$ cat config.mk
export PLATFORM = sky130hd
export DESIGN_NAME = peri_apb_bridge_n
export DESIGN_NICKNAME = d
export VERILOG_FILES = /design/src/rtl/peri_apb_bridge_n.sv
export SDC_FILE = /design/constraint.sdc
export NUM_CORES = 1
export LEC_CHECK = 0
export ABC_AREA = 1
export BUFFER_PORTS_ARGS = -buffer_cell sky130_fd_sc_hd__buf_4
export CORE_MARGIN = 4
export CORE_UTILIZATION = 30
export DETAILED_ROUTE_END_ITERATION = 12
export GPL_ROUTABILITY_DRIVEN = 0
export SLEW_MARGIN = 0
export SYNTH_ARGS = -nofsm -noshare
export SYNTH_HDL_FRONTEND = slang
export SYNTH_SLANG_ARGS = --single-unit
$ cat constraint.sdc
create_clock -name i_aclk -period 2.75 [get_ports i_aclk]
set_input_delay 0 -clock i_aclk [delete_from_list [all_inputs] [get_ports i_aclk]]
set_output_delay 0 -clock i_aclk [all_outputs]
set_load 0.005 [all_outputs]
$ cat src/rtl/peri_apb_bridge_n.sv
// AXI3 slave to NSLV-way APB bridge: one transaction in flight, bursts split into
// APB beats, DECERR on decode miss, SLVERR plus IRQ pulse on an APB access timeout.
module peri_apb_bridge_n #(
    parameter int                ID_W      = 4,
    parameter int                ADDR_W    = 32,
    parameter int                NSLV      = 4,
    parameter int                SLV_AW    = 12,
    parameter logic [ADDR_W-1:0] BASE_ADDR = ADDR_W'(32'h4000_0000),
    parameter int                TIMEOUT   = 256
) (
    input  logic                 i_aclk,
    input  logic                 i_aresetn,
    input  logic [ID_W-1:0]      i_peri_awid,
    input  logic [ADDR_W-1:0]    i_peri_awaddr,
    input  logic [3:0]           i_peri_awlen,
    input  logic [1:0]           i_peri_awburst,
    input  logic [2:0]           i_peri_awprot,
    input  logic                 i_peri_awvalid,
    output logic                 o_peri_awready,
    input  logic [31:0]          i_peri_wdata,
    input  logic [3:0]           i_peri_wstrb,
    input  logic                 i_peri_wlast,
    input  logic                 i_peri_wvalid,
    output logic                 o_peri_wready,
    output logic [ID_W-1:0]      o_peri_bid,
    output logic [1:0]           o_peri_bresp,
    output logic                 o_peri_bvalid,
    input  logic                 i_peri_bready,
    input  logic [ID_W-1:0]      i_peri_arid,
    input  logic [ADDR_W-1:0]    i_peri_araddr,
    input  logic [3:0]           i_peri_arlen,
    input  logic [1:0]           i_peri_arburst,
    input  logic [2:0]           i_peri_arprot,
    input  logic                 i_peri_arvalid,
    output logic                 o_peri_arready,
    output logic [ID_W-1:0]      o_peri_rid,
    output logic [31:0]          o_peri_rdata,
    output logic [1:0]           o_peri_rresp,
    output logic                 o_peri_rlast,
    output logic                 o_peri_rvalid,
    input  logic                 i_peri_rready,
    output logic [NSLV-1:0]      o_psel,
    output logic                 o_penable,
    output logic [ADDR_W-1:0]    o_paddr,
    output logic                 o_pwrite,
    output logic [31:0]          o_pwdata,
    output logic [2:0]           o_pprot,
    output logic [3:0]           o_pstrb,
    input  logic [NSLV*32-1:0]   i_prdata,
    input  logic [NSLV-1:0]      i_pready,
    input  logic [NSLV-1:0]      i_pslverr,
    output logic                 o_irq_tmo
);

    localparam int         TO_W        = $clog2(TIMEOUT + 2);
    localparam logic [1:0] RESP_OKAY   = 2'b00;
    localparam logic [1:0] RESP_SLVERR = 2'b10;
    localparam logic [1:0] RESP_DECERR = 2'b11;
    localparam logic [1:0] BURST_FIXED = 2'b00;
    localparam logic [1:0] BURST_INCR  = 2'b01;
    localparam logic [1:0] BURST_WRAP  = 2'b10;

    typedef enum logic [2:0] {S_IDLE, S_WDAT, S_SETUP, S_ACCESS, S_BRESP, S_RDAT} state_t;

    function automatic logic f_miss(input logic [ADDR_W-1:0] a);
        logic [ADDR_W-1:0] off;
        off = a - BASE_ADDR;
        return (a < BASE_ADDR) || ((off >> SLV_AW) >= ADDR_W'(NSLV));
    endfunction

    // Reserved burst type and non-power-of-two WRAP lengths fall back to INCR.
    function automatic logic [1:0] f_burst(input logic [1:0] b, input logic [3:0] len);
        f_burst = b;
        if (b == 2'b11)
            f_burst = BURST_INCR;
        else if (b == BURST_WRAP &&
                 !(len == 4'd1 || len == 4'd3 || len == 4'd7 || len == 4'd15))
            f_burst = BURST_INCR;
    endfunction

    state_t              r_state, w_nxt_state;
    logic                r_run;
    logic                r_prio_wr;
    logic                r_is_wr;
    logic [ID_W-1:0]     r_id;
    logic [ADDR_W-1:0]   r_addr;
    logic [3:0]          r_len;
    logic [1:0]          r_burst;
    logic [2:0]          r_prot;
    logic [3:0]          r_cnt;
    logic [1:0]          r_resp;
    logic [31:0]         r_wdata;
    logic [3:0]          r_wstrb;
    logic [31:0]         r_rdata;
    logic [1:0]          r_rresp;
    logic [TO_W-1:0]     r_tmo;
    logic                r_irq;

    logic                w_grant_w, w_grant_r;
    logic                w_cur_miss, w_ar_miss, w_nxt_miss;
    logic                w_last;
    logic [ADDR_W-1:0]   w_nxt_addr, w_incr, w_wrap_mask, w_off;
    logic [3:0]          w_slv;
    logic [NSLV-1:0]     w_psel_oh;
    logic                w_sel_rdy, w_sel_err;
    logic [31:0]         w_sel_rdata;
    logic                w_tmo, w_acc_done;
    logic [1:0]          w_beat_resp;
    logic                w_unused;

    assign w_unused = i_peri_wlast;

    // r_run keeps both readys low until the first clock after reset release.
    assign w_grant_w = r_run && (r_state == S_IDLE) && i_peri_awvalid &&
                       (!i_peri_arvalid || r_prio_wr);
    assign w_grant_r = r_run && (r_state == S_IDLE) && i_peri_arvalid && !w_grant_w;

    assign w_cur_miss  = f_miss(r_addr);
    assign w_ar_miss   = f_miss(i_peri_araddr);
    assign w_nxt_miss  = f_miss(w_nxt_addr);
    assign w_last      = (r_cnt == r_len);

    assign w_incr      = r_addr + ADDR_W'(4);
    assign w_wrap_mask = ADDR_W'({r_len, 2'b11});

    always_comb begin
        w_nxt_addr = w_incr;
        case (r_burst)
            BURST_FIXED: w_nxt_addr = r_addr;
            BURST_WRAP:  w_nxt_addr = (r_addr & ~w_wrap_mask) | (w_incr & w_wrap_mask);
            default:     w_nxt_addr = w_incr;
        endcase
    end

    assign w_off = r_addr - BASE_ADDR;
    assign w_slv = 4'(w_off >> SLV_AW);

    always_comb begin
        w_psel_oh   = '0;
        w_sel_rdy   = 1'b0;
        w_sel_err   = 1'b0;
        w_sel_rdata = '0;
        for (int k = 0; k < NSLV; k++) begin
            if (w_slv == 4'(k)) begin
                w_psel_oh[k] = 1'b1;
                w_sel_rdy    = i_pready[k];
                w_sel_err    = i_pslverr[k];
                w_sel_rdata  = i_prdata[32*k +: 32];
            end
        end
    end

    assign w_tmo       = (TIMEOUT != 0) && (r_state == S_ACCESS) && !w_sel_rdy &&
                         (r_tmo == TO_W'(TIMEOUT - 1));
    assign w_acc_done  = (r_state == S_ACCESS) && (w_sel_rdy || w_tmo);
    assign w_beat_resp = (w_tmo || w_sel_err) ? RESP_SLVERR : RESP_OKAY;

    always_comb begin
        w_nxt_state = r_state;
        case (r_state)
            S_IDLE: begin
                if (w_grant_w)
                    w_nxt_state = S_WDAT;
                else if (w_grant_r)
                    w_nxt_state = w_ar_miss ? S_RDAT : S_SETUP;
            end
            S_WDAT: begin
                if (i_peri_wvalid) begin
                    if (!w_cur_miss)
                        w_nxt_state = S_SETUP;
                    else
                        w_nxt_state = w_last ? S_BRESP : S_WDAT;
                end
            end
            S_SETUP:  w_nxt_state = S_ACCESS;
            S_ACCESS: begin
                if (w_acc_done) begin
                    if (r_is_wr)
                        w_nxt_state = w_last ? S_BRESP : S_WDAT;
                    else
                        w_nxt_state = S_RDAT;
                end
            end
            S_BRESP: if (i_peri_bready) w_nxt_state = S_IDLE;
            S_RDAT: begin
                if (i_peri_rready) begin
                    if (w_last)
                        w_nxt_state = S_IDLE;
                    else
                        w_nxt_state = w_nxt_miss ? S_RDAT : S_SETUP;
                end
            end
            default: w_nxt_state = S_IDLE;
        endcase
    end

    // Writes advance count/address at beat end; reads advance when R handshakes.
    always_ff @(posedge i_aclk or negedge i_aresetn) begin
        if (!i_aresetn) begin
            r_state   <= S_IDLE;
            r_run     <= 1'b0;
            r_prio_wr <= 1'b1;
            r_is_wr   <= 1'b0;
            r_id      <= '0;
            r_addr    <= '0;
            r_len     <= '0;
            r_burst   <= '0;
            r_prot    <= '0;
            r_cnt     <= '0;
            r_resp    <= RESP_OKAY;
            r_wdata   <= '0;
            r_wstrb   <= '0;
            r_rdata   <= '0;
            r_rresp   <= RESP_OKAY;
            r_tmo     <= '0;
            r_irq     <= 1'b0;
        end else begin
            r_state <= w_nxt_state;
            r_run   <= 1'b1;
            r_irq   <= w_tmo;
            if (w_grant_w || w_grant_r) begin
                r_prio_wr <= ~r_prio_wr;
                r_is_wr   <= w_grant_w;
                r_id      <= w_grant_w ? i_peri_awid    : i_peri_arid;
                r_addr    <= w_grant_w ? i_peri_awaddr  : i_peri_araddr;
                r_len     <= w_grant_w ? i_peri_awlen   : i_peri_arlen;
                r_burst   <= w_grant_w ? f_burst(i_peri_awburst, i_peri_awlen)
                                       : f_burst(i_peri_arburst, i_peri_arlen);
                r_prot    <= w_grant_w ? i_peri_awprot  : i_peri_arprot;
                r_cnt     <= '0;
                r_resp    <= RESP_OKAY;
                r_rdata   <= '0;
                r_rresp   <= (w_grant_r && w_ar_miss) ? RESP_DECERR : RESP_OKAY;
            end
            case (r_state)
                S_WDAT: begin
                    if (i_peri_wvalid) begin
                        r_wdata <= i_peri_wdata;
                        r_wstrb <= i_peri_wstrb;
                        if (w_cur_miss) begin
                            r_resp <= RESP_DECERR;
                            r_cnt  <= r_cnt + 4'd1;
                            r_addr <= w_nxt_addr;
                        end
                    end
                end
                S_SETUP: r_tmo <= '0;
                S_ACCESS: begin
                    if (TIMEOUT != 0)
                        r_tmo <= r_tmo + TO_W'(1);
                    if (w_acc_done) begin
                        if (r_is_wr) begin
                            if (w_beat_resp > r_resp)
                                r_resp <= w_beat_resp;
                            r_cnt  <= r_cnt + 4'd1;
                            r_addr <= w_nxt_addr;
                        end else begin
                            r_rdata <= w_tmo ? '0 : w_sel_rdata;
                            r_rresp <= w_beat_resp;
                        end
                    end
                end
                S_RDAT: begin
                    if (i_peri_rready && !w_last) begin
                        r_cnt  <= r_cnt + 4'd1;
                        r_addr <= w_nxt_addr;
                        if (w_nxt_miss) begin
                            r_rdata <= '0;
                            r_rresp <= RESP_DECERR;
                        end
                    end
                end
                default: ;
            endcase
        end
    end

    assign o_peri_awready = w_grant_w;
    assign o_peri_arready = w_grant_r;
    assign o_peri_wready  = (r_state == S_WDAT);
    assign o_peri_bvalid  = (r_state == S_BRESP);
    assign o_peri_bid     = r_id;
    assign o_peri_bresp   = r_resp;
    assign o_peri_rvalid  = (r_state == S_RDAT);
    assign o_peri_rid     = r_id;
    assign o_peri_rdata   = r_rdata;
    assign o_peri_rresp   = r_rresp;
    assign o_peri_rlast   = (r_state == S_RDAT) && w_last;
    assign o_psel         = (r_state == S_SETUP || r_state == S_ACCESS) ? w_psel_oh : '0;
    assign o_penable      = (r_state == S_ACCESS);
    assign o_paddr        = {r_addr[ADDR_W-1:2], 2'b00};
    assign o_pwrite       = r_is_wr;
    assign o_pwdata       = r_wdata;
    assign o_pprot        = r_prot;
    assign o_pstrb        = r_is_wr ? r_wstrb : 4'h0;
    assign o_irq_tmo      = r_irq;

endmodule
# Word-level counts from Yosys, hierarchy flattened
# Index checks and enable logic that the tools add are counted.
[word_totals]
word_cells = 180
input_bits = 270
reg_bits = 137
out_inout_bits = 128
[classes]
n_addsub = 6
reduce_logical = 39
magnitude_cmp = 7
muxes = 78
eq_ne = 28
bitwise = 5
[op_table]
columns = ["op", "n"]
rows = [
  ["32-bit 2-to-1 mux", 17],
  ["32-bit one-hot mux with 2 select lines", 2],
  ["32-bit by 31-bit < comparator with 1-bit output (second input constant)", 3],
  ["32-bit one-hot mux with 3 select lines", 1],
  ["32-bit by 31-bit subtractor with 32-bit output (second input constant)", 3],
  ["20-bit by 3-bit greater-or-equal comparator with 1-bit output (second input constant)", 3],
  ["4-bit 2-to-1 mux", 10],
  ["3-bit 2-to-1 mux", 13],
  ["2-bit 2-to-1 mux", 18],
  ["32-bit by 3-bit adder with 32-bit output (second input constant)", 1],
  ["32-bit AND", 1],
  ["32-bit by 6-bit AND with 32-bit output", 1],
  ["6-bit inverter with 32-bit output", 1],
  ["32-bit OR", 1],
  ["3-bit one-hot mux with 6 select lines", 1],
  ["9-bit one-hot mux with 2 select lines", 1],
  ["4-bit by 2-bit equality test with 1-bit output (second input constant)", 4],
  ["1-bit logical OR", 14],
  ["1-bit logical AND", 13],
  ["4-bit by 1-bit equality test with 1-bit output (second input constant)", 3],
  ["1-bit 2-to-1 mux", 12],
  ["4-bit one-hot mux with 3 select lines", 1],
  ["2-bit equality test (second input constant)", 5],
  ["9-bit by 1-bit adder with 9-bit output (second input constant)", 1],
  ["21 further kinds", 33],
]

# Logic depth before layout (Yosys ltp)
[logic_depth]
ltp_word = 16
ltp_mapped = 18
mapped_depth_nobuf = 18

# Worst setup path before layout
# No wires, ideal clock.
[synth_timing]
path_type = "register -> register"
from = "register r_tmo[0]"
to = "register r_resp[1], in the netlist o_peri_bresp[1]"
setup_time_ns = 0.115
path_stages_with_launch = 18
slack_ns = 0.465
period_less_slack_ns = 2.285
required_time_ns = 2.635
arrival_ns = 2.170
path_buffers = 0
cell_sequence = "dfrtp_1 -> ha_1 -> nand2_1 -> nor2_1 -> inv_1 -> nor2_1 -> nand3_1 -> nor2_1 -> ha_1 -> nand4_4 -> nand2_1 -> ha_1 -> inv_1 -> o211ai_1 -> o21ai_0 -> nor2_1 -> nor2_1 -> nor2_1"
[synth_between]
elab_chain_len = 9
elab_cells_between_ends = 11
classes_between = "order compare: 1; eq/ne: 1; mux: 5; reduce/logical: 4"
[synth_rtl]
columns = ["item", "line", "rtl"]
rows = [
  ["from (decl)", "96", "logic [TO_W-1:0] r_tmo;"],
  ["from (signal assigned)", "250", "r_tmo <= r_tmo + TO_W'(1);"],
  ["9-bit by 8-bit equality test with 1-bit output *", "154", "(r_tmo == TO_W'(TIMEOUT - 1));"],
  ["1-bit logical AND *", "153", "assign w_tmo = (TIMEOUT != 0) && (r_state == S_ACCESS) && !w_sel_rdy &&"],
  ["1-bit logical OR", "156", "assign w_beat_resp = (w_tmo || w_sel_err) ? RESP_SLVERR : RESP_OKAY;"],
  ["2-bit 2-to-1 mux", "156", ""],
  ["2-bit greater-than comparator", "253", "if (w_beat_resp > r_resp)"],
  ["2-bit 2-to-1 mux", "253", ""],
  ["2-bit 2-to-1 mux", "252", "if (r_is_wr) begin"],
  ["2-bit 2-to-1 mux *", "251", "if (w_acc_done) begin"],
  ["2-bit one-hot mux with 2 select lines *", "235", "case (r_state)"],
  ["to (signal assigned)", "254", "r_resp <= w_beat_resp;"],
  ["to (decl)", "91", "logic [1:0] r_resp;"],
]
# Every way passes the cells marked *; elsewhere a longest branch is shown, timed or not.
# A chain may end at the register's enable or synchronous reset.

# Final worst setup path
[layout_timing]
from = "register r_state[2]"
to = "register r_burst[0]"
[layout_between]
elab_chain_len = 7
elab_cells_between_ends = 9
classes_between = "mux: 1; reduce/logical: 8"
[layout_rtl]
columns = ["item", "line", "rtl"]
rows = [
  ["from (decl)", "81", "state_t r_state, w_nxt_state;"],
  ["from (signal assigned)", "218", "r_state <= w_nxt_state;"],
  ["3-bit logical NOT *", "114, 116", ""],
  ["1-bit logical AND *", "114, 116", ""],
  ["1-bit logical AND (2 in a row)", "114", "assign w_grant_w = r_run && (r_state == S_IDLE) && i_peri_awvalid &&"],
  ["1-bit logical NOT", "116", "assign w_grant_r = r_run && (r_state == S_IDLE) && i_peri_arvalid && !w_grant_w;"],
  ["1-bit logical AND", "116", ""],
  ["1-bit logical OR", "221", "if (w_grant_w || w_grant_r) begin"],
  ["to (signal assigned)", "227", "r_burst <= w_grant_w ? f_burst(i_peri_awburst, i_peri_awlen)"],
  ["to (decl)", "88", "logic [1:0] r_burst;"],
]
# Marked as above.

==> impl_results.md <==
* Worst Tran Pin Value at 694 ps
* Netlist cell types at 49
* TritonCTS Sinks at 135
* # rows at 63
* Crit-path slowest cell: dlygate4sd3_1
* Final Skew at 10.4 ps
* Worst-path cell chain: nor3_4, nand3_1, nor2_1, inv_1, a21oi_1, a221o_1, dlygate4sd3_1
* CTS Buf Count at 17
* Initial antenna violation count at 0
* H-Tree Depth at 4
* Root Driver: clkbuf_16
* Switch share at 0.392
* Hold Path Cell Cnt at 5
* Worst setup path class: register to register
* Psw at 4.75 mW
* Overflow left after global routing at 0
* Max-slew headroom at 0.537
* Critical Path RT at 3100 ps
* Post-DRT Antenna Nets at 0
* Die X-Extent at 183 um
* Fin worst setup slack at 188 ps
* Leakage at 7.30 nW
* WP buf/inv at 2
* Critical Path Source Type: register
* CTS tree: yes
* DRC viols at 0
* Sequential share of the synthesized area at 0.369
* Core Util, Final at 0.502
* #FFs+latches synth at 135
* Vias in the first global route at 11000
* Final Max Tran Viols at 0
* Final hold vios at 0
* Final hold slack at 3.13 ps
* Max frequency at 390 MHz
* Share of the synthesized area in the top cell type at 0.366
* Setup TNS at 0 ps
* Power, Total at 12.1 mW
* Bufs on Longest Clock Path at 2
* Final worst path period need at 2560 ps
* Die ar. at 33400 um^2
* Fraction of registers with async set/reset at 1.00
* Power share of the clock group at 0.203
* Starting DRT DRC Count at 671
* Logic pwr share at 0.521
* Nets at 2075
* IO Count at 398
* Final instance area at 15000 um^2
* Drt first pass iters at 6
* Initial Utilization at 0.306
* Cell total after placement at 1984
* Die height at 183 um
* Final WL at 37200 um
* DP HPWL at 27600 um
* Post-Syn Instances at 1250
* Worst reg-to-reg path cell count at 7
* Layout cells sized above 1 at 0.312
* Area leader, netlist: dfrtp_1
* Setup crit end kind: register
* Port Buf Inserts at 390
* Tcrit/Tclk final at 0.931
* Gr usage total at 0.216
* Top cells by area, synth: dfrtp_1, nand2_1, nand3_1
* Dpl cell area at 12500 um^2
* Mean Syn Cell Area at 7.33 um^2
* Max-cap violations at 0
* Worst Path Max Fanout at 7
* Slowest stage delay, CP at 560 ps
* N_diodes at 0
* First-pass GRT wire length at 58200 um
* Clock latency at the later pin of the worst-skew pair at 430 ps
* Final setup viols at 0
* Worst Path Arrival at 2920 ps
* Delay-heaviest family, CP: simple AND/OR/NAND/NOR gates
* Most frequently used flop master after synthesis: dfrtp_1
* Layout overhead on the synthesized area at 63.8%
* Peak supply drop at 0.443 mV
* Hold Crit Class: input port to register
* Sequential Power Share at 0.276
* Setup WS pre-CTS at 228 ps
* Routed wire length per instance at 16.9 um
* Yosys warning total at 0
* CTS clk-pin slew, worst paths at 60 ps
* Critical path depth at 7
* DR vias/cell at 4.99
* Mapped Area at 9160 um^2
* P per Cell Area at 807 nW/um^2
* Int Pwr at 7.36 mW
* Fin cells at 2203
* EDFF count, synth at 0
* Vias at 11000
* Status: finished clean
* Core area at 29900 um^2
* Largest net degree at the start of global routing at 69
power groups by stage:
| stage | Combinational (mW) | Clock (mW) | Sequential (mW) |
|---|---|---|---|
| 2_1_floorplan | 3.13 | 0 | 3.20 |
| 3_3_place_gp | 5.34 | 0 | 3.33 |
| 3_5_place_dp | 5.37 | 0 | 3.35 |
| 4_1_cts | 6.22 | 2.55 | 3.32 |
| 5_1_grt | 6.94 | 2.63 | 3.44 |
| 6_report | 6.31 | 2.46 | 3.34 |
tightest hold or removal path: stages:
cell and delay (ps):
buf_4 80, a221oi_1 80, nand2_2 80, nand2_1 50, o211ai_1 90
cells in the final DEF, fill, tap and decap left out, types with 13 or more instances in the layout:
master,count
o21ai_0,37
a221oi_1,25
nand4_1,59
o2111ai_1,32
nor2_1,112
a21oi_1,16
dfrtp_1,134
inv_1,112
clkbuf_16,17
dlygate4sd3_1,181
nand2_2,14
nand3_1,142
nand2_1,309
o21ai_1,18
buf_4,418
mux2_2,37
nor3_1,13
nor2_2,14
layer usage:
layer	global-route usage	wire length, um	up-vias
li1	-	-	5353
met5	0	0	-
met1	0.257	14800	5122
met4	0.0799	1150	0
met3	0.0433	2460	53
met2	0.386	18800	463
area by class of cell:
cell class	count	area (um^2)
tap	390	488
clock buffer	17	425
multi-input combinational	915	4950
fill	2814	14900
sequential	135	3380
timing repair buffer	607	5080
clock inverter	15	203
inverter	124	468
cells in the mapped netlist, drive strengths merged (2+ instances only):
cell type / number
or2: 6
o221ai: 3
inv: 122
o2111ai: 32
a21oi: 17
nand2: 324
mux2: 37
o21ai: 56
nor4: 7
clkbuf: 43
conb: 2
nand3: 152
nor3b: 2
dfrtp: 134
nor3: 18
a221oi: 25
o22ai: 2
ha: 5
a31oi: 5
nand4: 60
a211oi: 2
xnor2: 5
xor2: 11
nor2: 132
buf: 34
clkinv: 2
o211ai: 6
repair_timing:
| item | in CTS | in global routing |
|---|---|---|
| setup endpoints to repair | 0 | 35 |
| hold buffers | 181 | 0 |
| hold endpoints to repair | 176 | 0 |
| resized for setup | 0 | 9 |
| buffers inserted | 0 | 6 |
kinds of logic after synthesis:
group                    count (synthesis)  synth area share
AND/OR/NAND/NOR                        703             0.356
flip-flops                             135             0.369
XOR/XNOR                                16            0.0153
adder cells (fa/ha/maj)                  5           0.00683
other                                    2          0.000820
buffers and inverters                  201            0.0936
AO/OA/AOI/OAI                          151             0.113
multiplexers                            37            0.0455
state kept, by name (all words and copies together) (netlist names), 3 cells and up:
register / count
r_state: 3
o_peri_rdata: 32
r_wstrb: 4
o_peri_bid: 4
r_addr: 30
r_tmo: 9
o_pprot: 3
r_cnt: 4
r_len: 4
o_pwdata: 32
final timing paths:
kind                               from         endpoint  slack, ps
max in group asynchronous     i_aresetn       o_pprot[1]       1800
hold reg to reg              r_wstrb[0]       r_wstrb[0]        500
setup reg to reg             r_state[2]       r_burst[0]        190
setup / recovery             r_state[2]       r_burst[0]        190
hold / removal             i_pslverr[2]  o_peri_rresp[1]          3
min in group asynchronous     i_aresetn       r_addr[11]        150
No activity file was read; power rests on OpenSTA's default activity.
